[src/rtl/inst_fetch_pkg.sv]
// Shared types and defaults for the instruction fetch stage.
// Optional performance counters are enabled by defining FETCH_PERF_EN.
package inst_fetch_pkg;

   localparam int unsigned FETCH_DATA_W   = 20;
   localparam int unsigned FETCH_ADDR_W   = 5;
   localparam int unsigned FETCH_DEPTH    = 2;
   localparam int unsigned FETCH_RESET_PC = 0;

   typedef enum logic [1:0] {
      IDLE  = 2'd0,
      RUN   = 2'd1,
      DRAIN = 2'd2,
      HALT  = 2'd3
   } fetch_state_t;

endpackage

[src/rtl/fetch_fifo.sv]
// Synchronous fetch buffer with flush; head reads as zero when empty.
// Push into a full FIFO is accepted only when a pop frees the head slot in the same cycle.
module fetch_fifo
   import inst_fetch_pkg::*;
#(
   parameter int unsigned WIDTH = FETCH_ADDR_W + FETCH_DATA_W,
   parameter int unsigned DEPTH = FETCH_DEPTH
) (
   input  logic                     clk,
   input  logic                     rst,
   input  logic                     flush,
   input  logic                     push,
   input  logic [WIDTH-1:0]         push_data,
   input  logic                     pop,
   output logic [WIDTH-1:0]         head,
   output logic                     head_valid,
   output logic [$clog2(DEPTH):0]   count
);

   localparam int unsigned PW = $clog2(DEPTH);
   localparam logic [PW:0] FULL = (PW+1)'(DEPTH);

   logic [WIDTH-1:0] store [DEPTH];
   logic [PW-1:0]    rd_ptr;
   logic [PW-1:0]    wr_ptr;
   logic             do_push;
   logic             do_pop;

   assign head_valid = (count != '0);
   assign do_pop     = pop & head_valid;
   // When full, the write lands in the slot being popped this cycle.
   assign do_push    = push & ((count < FULL) | do_pop);
   assign head       = head_valid ? store[rd_ptr] : '0;

   always_ff @(posedge clk) begin
      if (do_push) begin
         store[wr_ptr] <= push_data;
      end
   end

   always_ff @(posedge clk or negedge rst) begin
      if (!rst) begin
         rd_ptr <= '0;
         wr_ptr <= '0;
         count  <= '0;
      end else if (flush) begin
         rd_ptr <= '0;
         wr_ptr <= '0;
         count  <= '0;
      end else begin
         if (do_push) begin
            wr_ptr <= wr_ptr + 1'b1;
         end
         if (do_pop) begin
            rd_ptr <= rd_ptr + 1'b1;
         end
         if (do_push && !do_pop) begin
            count <= count + 1'b1;
         end else if (do_pop && !do_push) begin
            count <= count - 1'b1;
         end
      end
   end

endmodule

[src/rtl/inst_fetch.sv]
// Fetch stage: PC, memory read port, 1-cycle return capture and valid/ready buffer to decode.
// Define FETCH_PERF_EN to add saturating perf_fetched / perf_stall counters.
module inst_fetch
   import inst_fetch_pkg::*;
#(
   parameter int unsigned DATA_W     = FETCH_DATA_W,
   parameter int unsigned ADDR_W     = FETCH_ADDR_W,
   parameter int unsigned FIFO_DEPTH = FETCH_DEPTH,
   parameter int unsigned RESET_PC   = FETCH_RESET_PC
) (
   input  logic              clk,
   input  logic              rst,
   input  logic              start,
   input  logic [ADDR_W-1:0] start_pc,
   input  logic              halt_req,
   input  logic              redirect_valid,
   input  logic [ADDR_W-1:0] redirect_pc,
   output logic              mem_enable,
   output logic              mem_read_writenot,
   output logic [ADDR_W-1:0] mem_read_address,
   input  logic [DATA_W-1:0] mem_rdata,
   output logic              inst_valid,
   output logic [DATA_W-1:0] inst_data,
   output logic [ADDR_W-1:0] inst_pc,
   input  logic              inst_ready,
   output logic              busy
`ifdef FETCH_PERF_EN
   ,
   output logic [15:0]       perf_fetched,
   output logic [15:0]       perf_stall
`endif
);

   localparam int unsigned CW = $clog2(FIFO_DEPTH) + 1;
   localparam logic [CW-1:0] DEPTH_C = CW'(FIFO_DEPTH);

   fetch_state_t             state;
   logic [ADDR_W-1:0]        pc;
   logic [ADDR_W-1:0]        inflight_pc;
   logic                     inflight;

   logic                     active;
   logic                     issue;
   logic                     push;
   logic                     pop;
   logic                     flush;
   logic [CW-1:0]            occupancy;

   logic [CW-1:0]            fifo_count;
   logic                     fifo_valid;
   logic [ADDR_W+DATA_W-1:0] fifo_head;

   assign active    = (state == RUN) || (state == DRAIN);
   assign pop       = fifo_valid & inst_ready;
   assign flush     = redirect_valid & active;
   assign push      = inflight & ~redirect_valid;

   // Entries the FIFO will hold after this cycle, counting the return now arriving.
   assign occupancy = fifo_count + CW'(inflight) - CW'(pop);
   assign issue     = (state == RUN) & (occupancy < DEPTH_C) & ~redirect_valid & ~halt_req;

   assign mem_enable        = issue;
   assign mem_read_writenot = 1'b1;
   assign mem_read_address  = pc;

   assign inst_valid           = fifo_valid;
   assign {inst_pc, inst_data} = fifo_head;
   assign busy                 = active | inflight;

   always_ff @(posedge clk or negedge rst) begin
      if (!rst) begin
         state       <= IDLE;
         pc          <= ADDR_W'(RESET_PC);
         inflight    <= 1'b0;
         inflight_pc <= '0;
      end else begin
         inflight <= issue;
         if (issue) begin
            inflight_pc <= pc;
            pc          <= pc + 1'b1;
         end
         case (state)
            IDLE, HALT: begin
               if (start) begin
                  state <= RUN;
                  pc    <= start_pc;
               end
            end
            RUN: begin
               if (redirect_valid) begin
                  pc <= redirect_pc;
               end else if (halt_req) begin
                  state <= DRAIN;
               end
            end
            DRAIN: begin
               if (redirect_valid) begin
                  pc <= redirect_pc;
               end
               if (!inflight) begin
                  state <= HALT;
               end
            end
         endcase
      end
   end

   fetch_fifo #(
      .WIDTH (ADDR_W + DATA_W),
      .DEPTH (FIFO_DEPTH)
   ) u_fifo (
      .clk        (clk),
      .rst        (rst),
      .flush      (flush),
      .push       (push),
      .push_data  ({inflight_pc, mem_rdata}),
      .pop        (pop),
      .head       (fifo_head),
      .head_valid (fifo_valid),
      .count      (fifo_count)
   );

`ifdef FETCH_PERF_EN
   always_ff @(posedge clk or negedge rst) begin
      if (!rst) begin
         perf_fetched <= '0;
         perf_stall   <= '0;
      end else begin
         if (pop && (perf_fetched != '1)) begin
            perf_fetched <= perf_fetched + 1'b1;
         end
         if (fifo_valid && !inst_ready && (perf_stall != '1)) begin
            perf_stall <= perf_stall + 1'b1;
         end
      end
   end
`endif

endmodule
[config.mk]
export PLATFORM = sky130hd
export DESIGN_NAME = inst_fetch
export DESIGN_NICKNAME = d
export VERILOG_FILES = /design/src/rtl/inst_fetch_pkg.sv /design/src/rtl/fetch_fifo.sv /design/src/rtl/inst_fetch.sv
export SDC_FILE = /design/constraint.sdc
export NUM_CORES = 1
export LEC_CHECK = 0
export ABC_AREA = 1
export CAP_MARGIN = 10
export CORE_MARGIN = 1.5
export CORE_UTILIZATION = 32
export DETAILED_ROUTE_END_ITERATION = 7
export PLACE_DENSITY = 0.58
export SYNTH_ARGS = -nofsm -noshare
export SYNTH_HDL_FRONTEND = slang
export SYNTH_SLANG_ARGS = --single-unit
[constraint.sdc]
create_clock -name clk -period 2.9 [get_ports clk]
set_input_delay 0.58 -clock clk [delete_from_list [all_inputs] [get_ports clk]]
set_output_delay 0.58 -clock clk [all_outputs]
set_load 0.01 [all_outputs]
### Word-level counts from Yosys, hierarchy flattened

Memories as Yosys holds them, arrays and structs flattened.
Cells that the tools add are included.

| word-level totals | value |
|---|---|
| memories | 1 |
| register bits | 17 |
| bits in writable memories | 50 |
| word-level logic and storage cells | 68 |
| output and inout bits | 34 |

Memories:

| memory | depth | width | read ports | clocked after memory_dff | wr ports | RTL line | text |
|---|---|---|---|---|---|---|---|
| u_fifo.store | 2 | 25 | 1 | 0 | 1 | fetch_fifo.sv:23 | `logic [WIDTH-1:0] store [DEPTH];` |

| operators by class | value |
|---|---|
| bitwise gates (word level) | 12 |
| equality and inequality tests | 7 |
| add/sub/neg operators | 7 |
| reduce and logical (&&, ||, !) cells | 13 |
| order comparisons | 2 |
| multiplexer cells | 19 |

Operators by type and width:

| operator | count |
|---|---|
| $mux W25 | 1 |
| $mux W5 | 3 |
| $mux W2 | 7 |
| $pmux W5 S2 | 1 |
| $and A1 B1 Y1 | 8 |
| $ne A2 B2 Y1 const B | 4 |
| $mux W1 | 6 |
| $pmux W2 S3 | 1 |
| $reduce_bool A2 Y1 | 3 |
| $add A5 B1 Y5 const B | 1 |
| $eq A2 B2 Y1 const B | 2 |
| $lt A2 B2 Y1 const B | 2 |
| $reduce_and A4 Y1 | 1 |
| $reduce_or A2 Y1 | 2 |
| $reduce_bool A3 Y1 | 1 |
| $add A1 B1 Y1 const B | 2 |
| $add A2 B1 Y2 | 1 |
| $add A2 B1 Y2 const B | 1 |
| $eq A2 B1 Y1 const B | 1 |
| $logic_and A1 B1 Y1 | 2 |
| $logic_not A1 Y1 | 2 |
| $logic_not A2 Y1 | 1 |
| $not A1 Y1 | 2 |
| $or A1 B1 Y1 | 2 |
| 3 further kinds | 3 |

### Longest topological paths before layout

Gate-level depths: netlist of run 1.

| depth | value |
|---|---|
| depth after elaboration | 10 |
| mapped depth | 12 |
| gate-level depth less buffers | 12 |

### By module

Synthesis of run 1 repeated with hierarchy kept, for this count alone.

| second synthesis, totals | value |
|---|---|
| cells, all modules | 291 |
| area, all modules | 2995.4 um^2 |

By module, submodules not included:

| module | seq. area each (um^2) | cells each | instances | area an instance (um^2) |
|---|---|---|---|---|
| fetch_fifo | 1601.5 | 167 | 1 | 2098.3 |
| inst_fetch | 325.3 | 124 | 1 | 897.1 |

### Worst setup path after synthesis of run 1

No wires, ideal clock.

| timing | value |
|---|---|
| path type | in2reg |
| from | input port redirect_valid |
| to | memory u_fifo.store[1][0] (netlist bit) (enable) |
| required time | 2.492 ns |
| stages | 3 |
| slack | 0.492 ns |
| library setup time | 0.408 ns |
| arrival | 1.999 ns |
| cell sequence | nor2_1 > o21ai_2 > nor2_1 |

| on the way | value |
|---|---|
| longest elaborated chain between the ends | 5 |

Ends and longest elaborated chain:

| element | RTL line | text |
|---|---|---|
| from (decl) | inst_fetch.sv:16 | `input logic redirect_valid,` |
| $not A1 Y1 | inst_fetch.sv:56 | `assign push = inflight & ~redirect_valid;` |
| $and A1 B1 Y1 | inst_fetch.sv:56 |  |
| $and A1 B1 Y1 | fetch_fifo.sv:32 | `assign do_push = push & ((count < FULL) \| do_pop);` |
| $mux W1 | fetch_fifo.sv:36 | `if (do_push) begin` |
| $mux W1 (implied by the code) | fetch_fifo.sv:37 | `store[wr_ptr] <= push_data;` |
| to (decl) | fetch_fifo.sv:23 |  |

No other way between the ends.

### Worst setup path after layout of run 1

| timing | value |
|---|---|
| from | input port inst_ready |
| to | output port mem_enable |

| on the way | value |
|---|---|
| longest elaborated chain between the ends | 6 |

Ends and longest elaborated chain:

| element | RTL line | text |
|---|---|---|
| from (decl) | inst_fetch.sv:25 | `input logic inst_ready,` |
| $and A1 B1 Y1 | inst_fetch.sv:54 | `assign pop = fifo_valid & inst_ready;` |
| $sub A2 B1 Y2 | inst_fetch.sv:59 | `assign occupancy = fifo_count + CW'(inflight) - CW'(pop);` |
| $lt A2 B2 Y1 | inst_fetch.sv:60 | `assign issue = (state == RUN) & (occupancy < DEPTH_C) & ~redirect_valid & ~halt_req;` |
| $and A1 B1 Y1 (3 in series) | inst_fetch.sv:60 |  |
| to (decl) | inst_fetch.sv:18 | `output logic mem_enable,` |

No other way between the ends.

==> results of run 1 <==
==> kinds of logic after synthesis <==
group / share of synthesized area, %
other cells: 0.125
flops: 64.2
buf+inv: 4.92
compound gates: 8.22
simple gates: 20.8
fa+ha+maj: 1.67
==> synthesized netlist by cell type <==
cell,number,area (sq um)
ha_1,4,50.1
nor3b_1,1,7.51
a32o_1,2,20.0
nor2_4,3,33.8
nor2_2,1,6.26
clkinv_1,1,3.75
edfxtp_1,50,1500
nand2_2,1,6.26
o22ai_1,1,6.26
buf_4,1,7.51
nand2_1,89,334
nand4_1,5,31.3
conb_1,1,3.75
buf_8,1,15.0
clkbuf_1,4,15.0
nand3_1,11,55.1
o21bai_2,1,11.3
o21ai_0,7,35.0
inv_1,19,71.3
nand2_4,3,33.8
inv_2,4,15.0
nand3_4,2,35.0
nor3_4,1,16.3
buf_2,4,20.0
o21ai_2,5,43.8
nor3_1,1,5.00
nor2_1,16,60.1
a21oi_1,26,130
dfrtp_1,17,425
==> per-layer routing <==
metal,track usage [%],vias to the layer above,share of wire [%]
met1,15.0,1043,42
met4,5.20,0,1.3
met3,5.08,9,6.4
met5,0,-,0
met2,24.5,66,50
li1,-,1104,-
==> state kept, by name, indices dropped and copies added, names as in the netlist <==
signal / flops
u_fifo.rd_ptr: 1
state: 2
inflight_pc: 5
inflight: 1
u_fifo.count: 2
u_fifo.store: 50
u_fifo.wr_ptr: 1
mem_read_address: 5
==> power groups by stage <==
stage	logic (mW)	registers [mW]	clock network, mW
global placement	1.59	1.31	0
global route	1.75	1.32	0.887
detailed placement	1.60	1.32	0
CTS	1.61	1.30	0.845
finish	1.58	1.30	0.822
floorplan	0.906	1.31	0
==> stage by stage <==
stage               instances  setup WS [ps]  total power [mW]  util [%]
finish                    478            126              3.70      44.3
detailed placement        462           -115              2.92      42.1
floorplan                 282            492              2.21         -
global route              478           25.8              3.96      44.3
global placement          462          -95.7              2.90      42.1
CTS                       478            113              3.75      44.3
==> final timing paths <==
| check | start | endpoint | slack (ps) |
|---|---|---|---|
| hold / removal | inflight_pc[2]$_DFFE_PN0P_ | u_fifo.store[1][22]$_DFFE_PP_ | 470 |
| max in group asynchronous | rst | u_fifo.count[0]$_DFFE_PN0P_ | 1690 |
| setup / recovery | inst_ready | mem_enable | 130 |
| setup reg to reg | u_fifo.count[1]$_DFFE_PN0P_ | mem_read_address[3]$_DFF_PN0_ | 1000 |
| min in group asynchronous | rst | mem_read_address[0]$_DFF_PN0_ | 710 |
| hold reg to reg | inflight_pc[2]$_DFFE_PN0P_ | u_fifo.store[1][22]$_DFFE_PP_ | 470 |
==> critical path, stage by stage <==
cell and delay, ps:
clkdlybuf4s50_1 480, inv_1 70, nor2_4 140, ha_1 240
inv_1 50, nand2_1 90, inv_1 110, nand2_4 60
nand3_4 60, inv_2 40, dlygate4sd2_1 270
==> cell type report <==
cell class / instances / area share, %
clock buffer: 11 / 3.24
clock inverter: 5 / 1.91
inverter: 24 / 2.22
multi-input combinational: 181 / 22.9
sequential: 67 / 47.5
tap: 111 / 3.42
timing repair buffer: 79 / 18.8
==> metrics.md, run 1 <==
| Metric | Value |
|---|---|
| CP startpoint kind | input pin |
| Die H | between 90 and 100 um |
| Num ports | 70 |
| Post-cts resize count | 1 |
| Largest net degree at the start of global routing | 27 |
| VDD IR max | between 0.3 and 0.4 mV |
| Netlist cell types | 29 |
| H-tree depth | 3 |
| Worst-path fanout max | 4 |
| PwrDens | around 910 mW/mm^2 |
| Dpl hpwl | roughly 4.4 mm |
| Sink Count | 67 |
| Die W | roughly 100 um |
| Std cell rows | 35 |
| Static Leakage | 1.61 nW |
| Reg power frac | 35.1% |
| Commonest non-fill, non-tap cells in the layout | nand2_1, clkdlybuf4s50_1, edfxtp_1 |
| Routed len/inst | between 10 and 15 um |
| Routed WL | between 6 and 7 mm |
| Worst path arrival time | between 2000 and 2500 ps |
| Clk buf depth | 2 |
| Fin crit period | about 2800 ps |
| Antenna-violating nets left | 0 |
| Max cap viols | 0 |
| Worst Tran Pin Value | between 800 and 900 ps |
| Final Instance Area | approximately 0.0041 sq mm |
| Mapped cell area | 0.00300 sq mm |
| Clock power frac | 22.2% |
| Clk pin slew, worst setup/hold paths | 70 ps |
| Num CTS Buffers | 9 |
| Status | completed |
| Final setup fails | 0 |
| #FFs+latches synth | 67 |
| First-pass GRT wire length | 10.4 mm |
| Final Hold Fails | 0 |
| Layout cells sized above 1 | 13.1% |
| Port Buffers | slightly below 70 |
| # fillers | approximately 880 |
| Postcts setup bufs | 0 |
| Register area share after synthesis | 64.2% |
| Net Sw Frac | a little over a third |
| Cell count of the worst reg-to-reg path | 13 |
| Net Switching | ~1.3 mW |
| Root Buffer | clkbuf_8 |
| Final setup TNS | 0 ps |
| Vias in the first global route | ~2,200 |
| Initial DRC count | 43 |
| Overflow after GRT | 0 |
| Antenna cells | 0 |
| Synthesized Nets | approximately 320 |
| Remaining DRCs | 0 |
| Area Overhead vs Synth | 35.3% |
| TritonCTS clock tree | done |
| Synthesized instance count | approximately 280 |
| Initial core utilization | 32.8% |
| Hold path depth | 0 |
| Nets | about 400 |
| Area occupied by multi-input gates | around 930 sq um |
| Combinational share of power | a little over two fifths |
| Critical Path RT | between 2000 and 2500 ps |
| Critical Path Sink Type | output pin |
| Placed Area | 0.00385 sq mm |
| Power Internal | ~2.4 mW |
| GRT Overall Usage | 13.8% |
| Gpl congestion | 0.839 |
| Core Area | a little over 0.009 sq mm |
| Hold_buf cts | 0 |
| Drt first pass iters | 4 |
| Post-route clock period utilization | 95.7% |
| Worst Hold Margin | about 470 ps |
| Via-to-Cell Ratio | between 4 and 5 |
| Via Count | 2,222 |
| RSZ-0062 raised after global routing | false |
| Register Area | between 0.0015 and 0.002 sq mm |
| Syn Area/Cell | around 11 sq um |
| Slew headroom | around 46% |
| Max Slew Vio Count | 0 |
| Hold Path Class | flop to flop |
| Crit Path Class | input pin to output pin |
| Die area | 0.00996 sq mm |
| Clock latency on the worst-skew pair | 330 ps |
| Commonest non-fill, non-tap cell in the layout | nand2_1 |
| Synthesis warning total | 0 |
| Skew final | roughly 5.5 ps |
| Initial antenna violation count | 0 |
| FMAX | 0.360 GHz |
No activity file was read; power rests on OpenSTA's default activity.
==> inputs of run 2 (changes only) <==
Settings changed: CORE_UTILIZATION 32 to 50, PLACE_DENSITY 0.58 to 0.83.
==> metrics.md, run 2 (same netlist as run 1, synthesis figures left out) <==
| Metric | Value |
|---|---|
| Postcts setup bufs | 0 (unchanged) |
| Worst path arrival time | 2190 ps (about the same) |
| H-tree depth | 3 (unchanged) |
| Worst slack, placed | -94.8 ps (+20.0 ps) |
| R2R setup slack | 1020 ps (+20 ps) |
| Hold path depth | 0 (unchanged) |
| Nets | 404 (+0.50%) |
| Die H | 80.5 um (-19%) |
| Die W | 80.5 um (-19%) |
| Sink Count | 67 (unchanged) |
| Max reg flops | 50 (unchanged) |
| First-pass GRT wire length | 9.64 mm (-7.4%) |
| Root Buffer | clkbuf_8 |
| Critical Path RT | 2320 ps (about the same) |
| Largest reg by FF count | u_fifo.store |
| Layout cells sized above 1 | 13.6% (+0.47 points) |
| Worst-path fanout max | 4 (unchanged) |
| Final Non-Filler Cells | 444 (-7.1%) |
| Crit Path Class | input pin to output pin |
| Antenna cells | 0 (unchanged) |
| Dpl hpwl | 4.06 mm (-6.9%) |
| Port Buffers | 68 (unchanged) |
| Final setup fails | 0 (unchanged) |
| Hold_buf cts | 0 (unchanged) |
| Max cap viols | 0 (unchanged) |
| Die area | 0.00647 sq mm (-35%) |
| CP startpoint kind | input pin |
| TritonCTS clock tree | done |
| Clk buf depth | 2 (unchanged) |
| Skew final | 6.98 ps (+1.44 ps) |
| # fillers | 427 (-52%) |
| Max Slew Vio Count | 0 (unchanged) |
| PwrDens | 894 mW/mm^2 (-2.0%) |
| Delay of the slowest critical-path stage | 470 ps (about the same) |
| Worst Tran Pin Value | 834 ps (+24.0 ps) |
| Launching point of the worst reg2reg path | u_fifo.count[1]$_DFFE_PN0P_ |
| Clock latency on the worst-skew pair | 330 ps (about the same) |
| Dpl cells | 428 (-7.4%) |
| Crit-path cells | clkdlybuf4s50_1 > inv_1 > nor2_4 > ha_1 > inv_1 > nand2_1 > inv_1 > nand2_4 > nand3_4 > inv_2 > dlygate4sd2_1 |
| Vias in the first global route | 2,178 (-2.8%) |
| Commonest non-fill, non-tap cells in the layout | nand2_1, clkdlybuf4s50_1, edfxtp_1 |
| RSZ-0062 raised after global routing | false |
| WHS Endpoint | u_fifo.store[0][22]$_DFFE_PP_ |
| Most common cell type on the critical path | inv_1 |
| Via Count | 2,242 (+0.90%) |
| Static Leakage | 1.62 nW (+0.30%) |
| Clk pin slew, worst setup/hold paths | 70 ps (about the same) |
| Reg2Reg Capture Point | mem_read_address[4]$_DFF_PN0_ |
| Post-route clock period utilization | 95.4% (-0.25 points) |
| Worst hold start | inflight_pc[2]$_DFFE_PN0P_ |
| Largest net degree at the start of global routing | 27 (unchanged) |
| Overflow after GRT | 0 (unchanged) |
| Initial antenna violation count | 0 (unchanged) |
| Std cell rows | 28 (-20%) |
| Antenna-violating nets left | 0 (unchanged) |
| Final Hold Fails | 0 (unchanged) |
| Status | completed |
| Fin crit period | 2770 ps (-7.27 ps) |
| Area Overhead vs Synth | 33.5% |
| Layout Utilization | 68.4% (+24 points) |
| FMAX | 0.361 GHz (+0.26%) |
| Num CTS Buffers | 9 (unchanged) |
| Worst Slack Setup Final | 133 ps (+7.27 ps) |
| Initial core utilization | 51.3% (+18 points) |
| Hold Path Class | flop to flop |
| Core Area | 0.00585 sq mm (-36%) |
| Routed WL | 5.85 mm (-8.8%) |
| Gpl congestion | 0.892 (+6.3%) |
| Via-to-Cell Ratio | 5.05 (+8.6%) |
| Crit-path slowest cell | clkdlybuf4s50_1 |
| Remaining DRCs | 0 (unchanged) |
| Initial DRC count | 151 (+250%) |
| GRT Overall Usage | 20.1% (+6.3 points) |
| Drt first pass iters | 4 (unchanged) |
| Critical Path Sink Type | output pin |
| Post-cts resize count | 1 (unchanged) |
| Cell count of the worst reg-to-reg path | 13 (unchanged) |
| Num ports | 70 (unchanged) |
| Routed len/inst | 13.2 um (-1.8%) |
| VDD IR max | 0.592 mV (+63%) |
| Slew headroom | 44.2% (-1.6 points) |
| Commonest non-fill, non-tap cell in the layout | nand2_1 |
## run 2: changes by cell type in the layout (fill, tap and decap cells not counted)
cell,delta
buf_4,+2
bufinv_16,-1
clkinv_2,+1
clkinv_4,+1
clkinvlp_4,-1
## run 2: routing by layer
layer | GRT usage [%] | vias to the layer above | part of all wire (%)
met3 | 8.07 | 6 | 8.0
met5 | 0 | - | 0
met1 | 23.2 | 1062 | 41
li1 | - | 1107 | -
met2 | 34.3 | 67 | 50
met4 | 6.03 | 0 | 0.89
## run 2: through the flow
stage	TNS [ps]	area, sq um	hold WS, ps	total power [mW]
after detailed placement	-94.8	3820	463	2.89
final	0	4000	474	3.58
after global placement	-88.0	3820	452	2.84
after CTS	0	4000	477	3.62
after global routing	0	4000	500	3.84
after floorplan	0	3000	284	2.21
## run 2: power by group
part / internal [mW] / total, mW / leakage [nW] / switching, mW
Clock: 0.395 / 0.721 / 0.0971 / 0.327
Sequential: 1.18 / 1.30 / 0.665 / 0.111
Combinational: 0.714 / 1.56 / 0.857 / 0.847
Total: 2.29 / 3.58 / 1.62 / 1.29
## run 2: layout make-up
cell class | instances | area (sq um) | share of cell area (%)
clock buffer | 11 | 131 | 3.28
clock inverter | 5 | 53.8 | 1.34
inverter | 24 | 90.1 | 2.25
multi-input combinational | 181 | 930 | 23.2
sequential | 67 | 1930 | 48.1
tap | 75 | 93.8 | 2.34
timing repair buffer | 81 | 777 | 19.4
## run 2: worst max-delay path: cells and delay by family
family | cells | cell delay (ps)
simple gates | 4 | 350
fa+ha+maj | 1 | 240
buf+inv | 6 | 1010
## run 2: how the worst max path moves through the flow
stage                               from                      endpoint  depth (start not counted)
final                         inst_ready                    mem_enable                         11
after global routing          inst_ready                    mem_enable                         11
after CTS                     inst_ready                    mem_enable                         11
after detailed placement      inst_ready                    mem_enable                         10
after global placement        inst_ready                    mem_enable                         10
after floorplan           redirect_valid  u_fifo.store[1][0]$_DFFE_PP_                          3
==> inputs of run 3 (changes only) <==
Settings changed: CELL_PAD_IN_SITES_DETAIL_PLACEMENT from default to 0, CELL_PAD_IN_SITES_GLOBAL_PLACEMENT from default to 1, CORE_UTILIZATION 50 to 38, PLACE_DENSITY 0.83 to default, PLACE_DENSITY_LB_ADDON from default to 0.1, SKIP_CTS_REPAIR_TIMING from default to 1.
==> metrics.md, run 3 (same netlist as run 1, synthesis figures left out) <==
| Metric | Value |
|---|---|
| Layout Utilization | 53.0% (-15 points) |
| Vias in the first global route | 2,152 (-1.2%) |
| Largest reg by FF count | u_fifo.store |
| Skew final | 9.37 ps (+2.40 ps) |
| Crit-path slowest cell | clkdlybuf4s50_1 |
| Root Buffer | clkbuf_8 |
| Layout cells sized above 1 | 13.9% (+0.31 points) |
| Power Internal | 2.30 mW (+0.39%) |
| PwrDens | 891 mW/mm^2 (-0.31%) |
| GRT Overall Usage | 15.5% (-4.6 points) |
| Fin crit period | 2610 ps (-159 ps) |
| Gpl congestion | 0.787 (-12%) |
| Max Slew Vio Count | 0 (unchanged) |
| Largest net degree at the start of global routing | 27 (unchanged) |
| Initial DRC count | 67 (-56%) |
| Die W | 91.8 um (+14%) |
| Worst slack, placed | -74.6 ps (+20.1 ps) |
| Worst path arrival time | 2030 ps (-160 ps) |
| Num ports | 70 (unchanged) |
| Final setup TNS | 0 ps (unchanged) |
| Reg power frac | 35.7% (-0.5 points) |
| Max reg flops | 50 (unchanged) |
| Routed len/inst | 12.8 um (-2.5%) |
| Clock power frac | 21.0% (+0.8 points) |
| Max cap viols | 0 (unchanged) |
| Via Count | 2,183 (-2.6%) |
| Net Switching | 1.33 mW (+3.3%) |
| Port Buffers | 68 (unchanged) |
| Num CTS Buffers | 9 (unchanged) |
| Clk pin slew, worst setup/hold paths | 80 ps (about the same) |
| CP startpoint kind | input pin |
| Area Overhead vs Synth | 35.8% |
| Status | completed |
| Dpl cells | 454 (+6.1%) |
| Worst Tran Pin Value | 811 ps (-23.0 ps) |
| Critical Path RT | 2320 ps (about the same) |
| Hold Path Class | flop to flop |
| Drt first pass iters | 4 (unchanged) |
| Die area | 0.00843 sq mm (+30%) |
| Initial antenna violation count | 0 (unchanged) |
| Crit Path Class | input pin to output pin |
| TritonCTS clock tree | done |
| Dpl hpwl | 4.05 mm (-0.29%) |
| Overflow after GRT | 0 (unchanged) |
| Via-to-Cell Ratio | 4.64 (-8.0%) |
| Clk buf depth | 2 (unchanged) |
| Commonest non-fill, non-tap cells in the layout | nand2_1, clkdlybuf4s50_1, edfxtp_1 |
| RSZ-0062 raised after global routing | false |
| Antenna cells | 0 (unchanged) |
| Crit-path leading delay family | buffers and inverters |
| Net Sw Frac | 36.6% (+0.66 points) |
| Critical Path Sink Type | output pin |
| First-pass GRT wire length | 10.0 mm (+3.9%) |
| Std cell rows | 32 (+14%) |
| Post-route clock period utilization | 89.9% (-5.5 points) |
| Worst-path fanout max | 2 (-2) |
| Core Area | 0.00769 sq mm (+31%) |
| Nets | 403 (-0.25%) |
| Delay of the slowest critical-path stage | 480 ps (about the same) |
| Antenna-violating nets left | 0 (unchanged) |
| Die H | 91.8 um (+14%) |
| Final Hold Fails | 0 (unchanged) |
| Crit-path cells | clkdlybuf4s50_1 > inv_1 > nor2_4 > ha_1 > inv_1 > nand2_1 > inv_1 > nand2_4 > nand3_4 > inv_2 > dlymetal6s2s_1 |
| Routed WL | 6.04 mm (+3.2%) |
| Remaining DRCs | 0 (unchanged) |
| VDD IR max | 0.392 mV (-34%) |
| H-tree depth | 3 (unchanged) |
| Final Non-Filler Cells | 470 (+5.9%) |
| Worst Slack Setup Final | 292 ps (+159 ps) |
| Commonest non-fill, non-tap cell in the layout | nand2_1 |
| FMAX | 0.383 GHz (+6.1%) |
| Clock latency on the worst-skew pair | 330 ps (about the same) |
| Static Leakage | 1.63 nW (+0.71%) |
| Slew headroom | 45.8% (+1.5 points) |
| Initial core utilization | 39.0% (-12 points) |
| Sink Count | 67 (unchanged) |
| Final setup fails | 0 (unchanged) |
| CP bufs+invs | 6 (unchanged) |
| Most common cell type on the critical path | inv_1 |
| Combinational share of power | 43.3% (-0.3 points) |
-- run 3: cell count changes in the layout (fill, tap and decap cells not counted) --
cell / previous run / this run
buf_4: 13 / 10
buf_12: 0 / 2
clkbuf_1: 2 / 0
clkinv_2: 3 / 1
clkinvlp_4: 0 / 2
clkinv_4: 1 / 2
dlygate4sd2_1: 1 / 0
dlymetal6s2s_1: 0 / 1
inv_6: 0 / 1
-- run 3: per-layer routing --
layer	global-route usage, %	part of all wire [%]	vias to the layer above
li1	-	-	1108
met1	18.8	43	1018
met2	26.9	51	55
met3	3.65	4.7	2
met4	5.77	0.46	0
met5	0	0	-
-- run 3: per-stage QoR --
| step | instance area (sq um) | hold slack (ps) | power [mW] |
|---|---|---|---|
| global route | 4070 | 494 | 3.90 |
| finish | 4070 | 475 | 3.63 |
| floorplan | 3000 | 284 | 2.21 |
| global placement | 3870 | 448 | 2.90 |
| CTS | 4070 | 477 | 3.69 |
| detailed placement | 3870 | 461 | 2.91 |
-- run 3: final timing paths --
path | depth (start not counted) | start | end | slack, ps
max | 11 | inst_ready | mem_enable | 290
min | 0 | inflight_pc[3]$_DFFE_PN0P_ | u_fifo.store[0][23]$_DFFE_PP_ | 480
max reg2reg | 13 | u_fifo.count[1]$_DFFE_PN0P_ | mem_read_address[4]$_DFF_PN0_ | 1040
min reg2reg | 0 | inflight_pc[3]$_DFFE_PN0P_ | u_fifo.store[0][23]$_DFFE_PP_ | 480
max in group asynchronous | 1 | rst | inflight_pc[2]$_DFFE_PN0P_ | 1680
min in group asynchronous | 1 | rst | state[0]$_DFFE_PN0P_ | 710
-- run 3: cell type report --
type,count,area (sq um)
well taps,102,128
multi-input cells,181,930
clock inverters,7,76.3
inverters,24,90.1
flip-flops and latches,67,1930
fillers,696,3610
clock buffers,9,124
repair buffers,80,798
-- run 3: power groups by stage --
stage | logic [mW] | registers [mW] | clock network, mW
global placement | 1.59 | 1.31 | 0
floorplan | 0.906 | 1.31 | 0
finish | 1.57 | 1.29 | 0.763
global route | 1.75 | 1.32 | 0.828
CTS | 1.61 | 1.29 | 0.790
detailed placement | 1.60 | 1.31 | 0
==> edit (config.mk and constraints of run 1) <==
Set the package constant `FETCH_DEPTH` to 4 (it was 2).
--- a/src/rtl/inst_fetch_pkg.sv
+++ b/src/rtl/inst_fetch_pkg.sv
@@ -4,7 +4,7 @@
 
    localparam int unsigned FETCH_DATA_W   = 20;
    localparam int unsigned FETCH_ADDR_W   = 5;
-   localparam int unsigned FETCH_DEPTH    = 2;
+   localparam int unsigned FETCH_DEPTH    = 4;
    localparam int unsigned FETCH_RESET_PC = 0;
 
    typedef enum logic [1:0] {
Formal check against the unedited RTL: not equivalent (Yosys sat finds a counterexample within 4 cycles, from zero or initial values and one cycle with rst low).
==> edit against run 1 <==
Worst setup slack gained 12 ps. Routed wire length grew 76%. Via count grew 64%. Global-route usage grew 0.51 points. Combinational power grew 84%. Cell area grew 71%. Power grew 94%. Sequential cell count grew 53. Die area grew 72%. Synthesized area grew 75%. Maximum frequency grew 0.44%.
==> edit: results (changes against run 1) <==
Run status
  • Status: finished clean

Routing
  • DRT iter0 DRCs: 229 (+430%)
  • Routed wire length: 11300 um (+76%)
  • Via density: 4.57 (-1.8%)

Timing
  • Crit path setup slack, layout: 138 ps (+12.1 ps)

Layout
  • Fin nets: 616 (+53%)
  • Max reg flops: 100 (+100%)

GRT
  • Wire length of the first global-routing pass: 18100 um (+74%)
  • Met2 Usage GRT: 0.233 (-0.0123)
  • Met3 global-route usage: 0.0464 (-0.00442)
  • M1 GR Usage: 0.176 (+0.0262)
  • Vias in the first global route: 3602 (+61%)

Synthesis
  • Ranking of synthesized cells by area: edfxtp_1 (57%), dfrtp_1 (9.5%), nor2_1 (8.4%), o21ai_0 (4.7%), nand2_1 (3.5%)
  • Part of the Yosys area used for sequential elements: 0.668 (+0.0253)
  • Post-synth cell types: 36 (+24%)
  • Post-synth EDFFs: 100 (+100%)
  • Most instantiated cells after synthesis: nor2_1 (118), edfxtp_1 (100), nand2_1 (49), o21ai_0 (49), a21oi_1 (27)
  • Syn Nets: 523 (+62%)

Placement
  • Placed inst area: 6290 um2 (+63%)
  • Place WS: -356 ps (-241 ps)

Setup path
  • Critical path's largest stage delay: 570 ps (+90 ps)
  • Critical path origin: u_fifo.count[0]$_DFFE_PN0P_

CTS
  • CTS root buffer: clkbuf_16
  • Worst-skew pair later-pin latency: 410 ps (+80 ps)
  • H-tree depth: 4 (+1)
==> edit: cell count changes in the layout (fill, tap and decap cells not counted), moves of 5 or more <==
cell,delta
ha_1,+5
edfxtp_1,+50
clkbuf_16,+17
clkbuf_8,-9
inv_1,+6
nor2_1,+100
o21ai_2,-5
buf_4,+14
o21ai_0,+42
o21ai_1,+7
nand2_1,-41
==> edit: layer usage <==
layer	vias to the layer above	share of wire
met4	0	0.011
met5	-	0
met2	99	0.48
met3	12	0.067
met1	1713	0.44
li1	1824	-
==> edit: critical path, delay by kind of cell (launching register included) <==
| kind | cells | cell delay [ps] |
|---|---|---|
| simple gates | 1 | 100 |
| buf+inv | 5 | 1120 |
| compound gates | 1 | 150 |
| flops | 1 | 390 |
==> edit: per-stage QoR <==
stage	hold slack (ps)	total power (uW)	cells	setup TNS, ps	utilization
finish	510	7200	799	0	0.434
global route	521	7710	799	0	0.434
CTS	504	7230	796	0	0.432
detailed placement	519	5130	764	-356	0.395
global placement	501	5080	764	-330	0.395
floorplan	284	3890	477	0	-
==> edit: final timing paths <==
check                      depth (start not counted)  slack, ps                            end
max                                                7        140                   inst_data[2]
min                                                2        510             inflight$_DFF_PN0_
max reg2reg                                       16        800  mem_read_address[3]$_DFF_PN0_
min reg2reg                                        0        520  u_fifo.store[1][20]$_DFFE_PP_
max in group asynchronous                          2       2160   u_fifo.rd_ptr[1]$_DFFE_PN0P_
min in group clk                                   0        520  u_fifo.store[1][20]$_DFFE_PP_
==> edit: timing repair <==
item,CTS,global route
pin swaps,1,2
buffers inserted,0,3
gates resized for setup,7,6
setup endpoints to repair,3,8
==> edit: area by class of cell <==
| class | instances | share of cell area |
|---|---|---|
| Multi-Input combinational cell | 304 | 0.220 |
| Clock buffer | 18 | 0.0620 |
| Inverter | 31 | 0.0175 |
| Clock inverter | 14 | 0.0228 |
| Timing Repair Buffer | 96 | 0.131 |
| Tap cell | 216 | 0.0391 |
| Sequential cell | 120 | 0.507 |
==> edit: cell families (layout without fill, tap and decap cells) <==
logic type | after synthesis | in the layout | share of synthesized area
other cells | 1 | 1 | 0.000715
buf+inv | 53 | 159 | 0.0448
simple gates | 202 | 202 | 0.169
fa+ha+maj | 10 | 10 | 0.0253
flops | 120 | 120 | 0.668
xor+xnor | 2 | 2 | 0.00334
compound gates | 89 | 89 | 0.0892
==> edit: where the power goes <==
part / switching [uW] / internal [uW] / leakage, uW
registers: 164 / 2070 / 0.00115
clock network: 727 / 1340 / 0.000272
logic: 1580 / 1320 / 0.00119
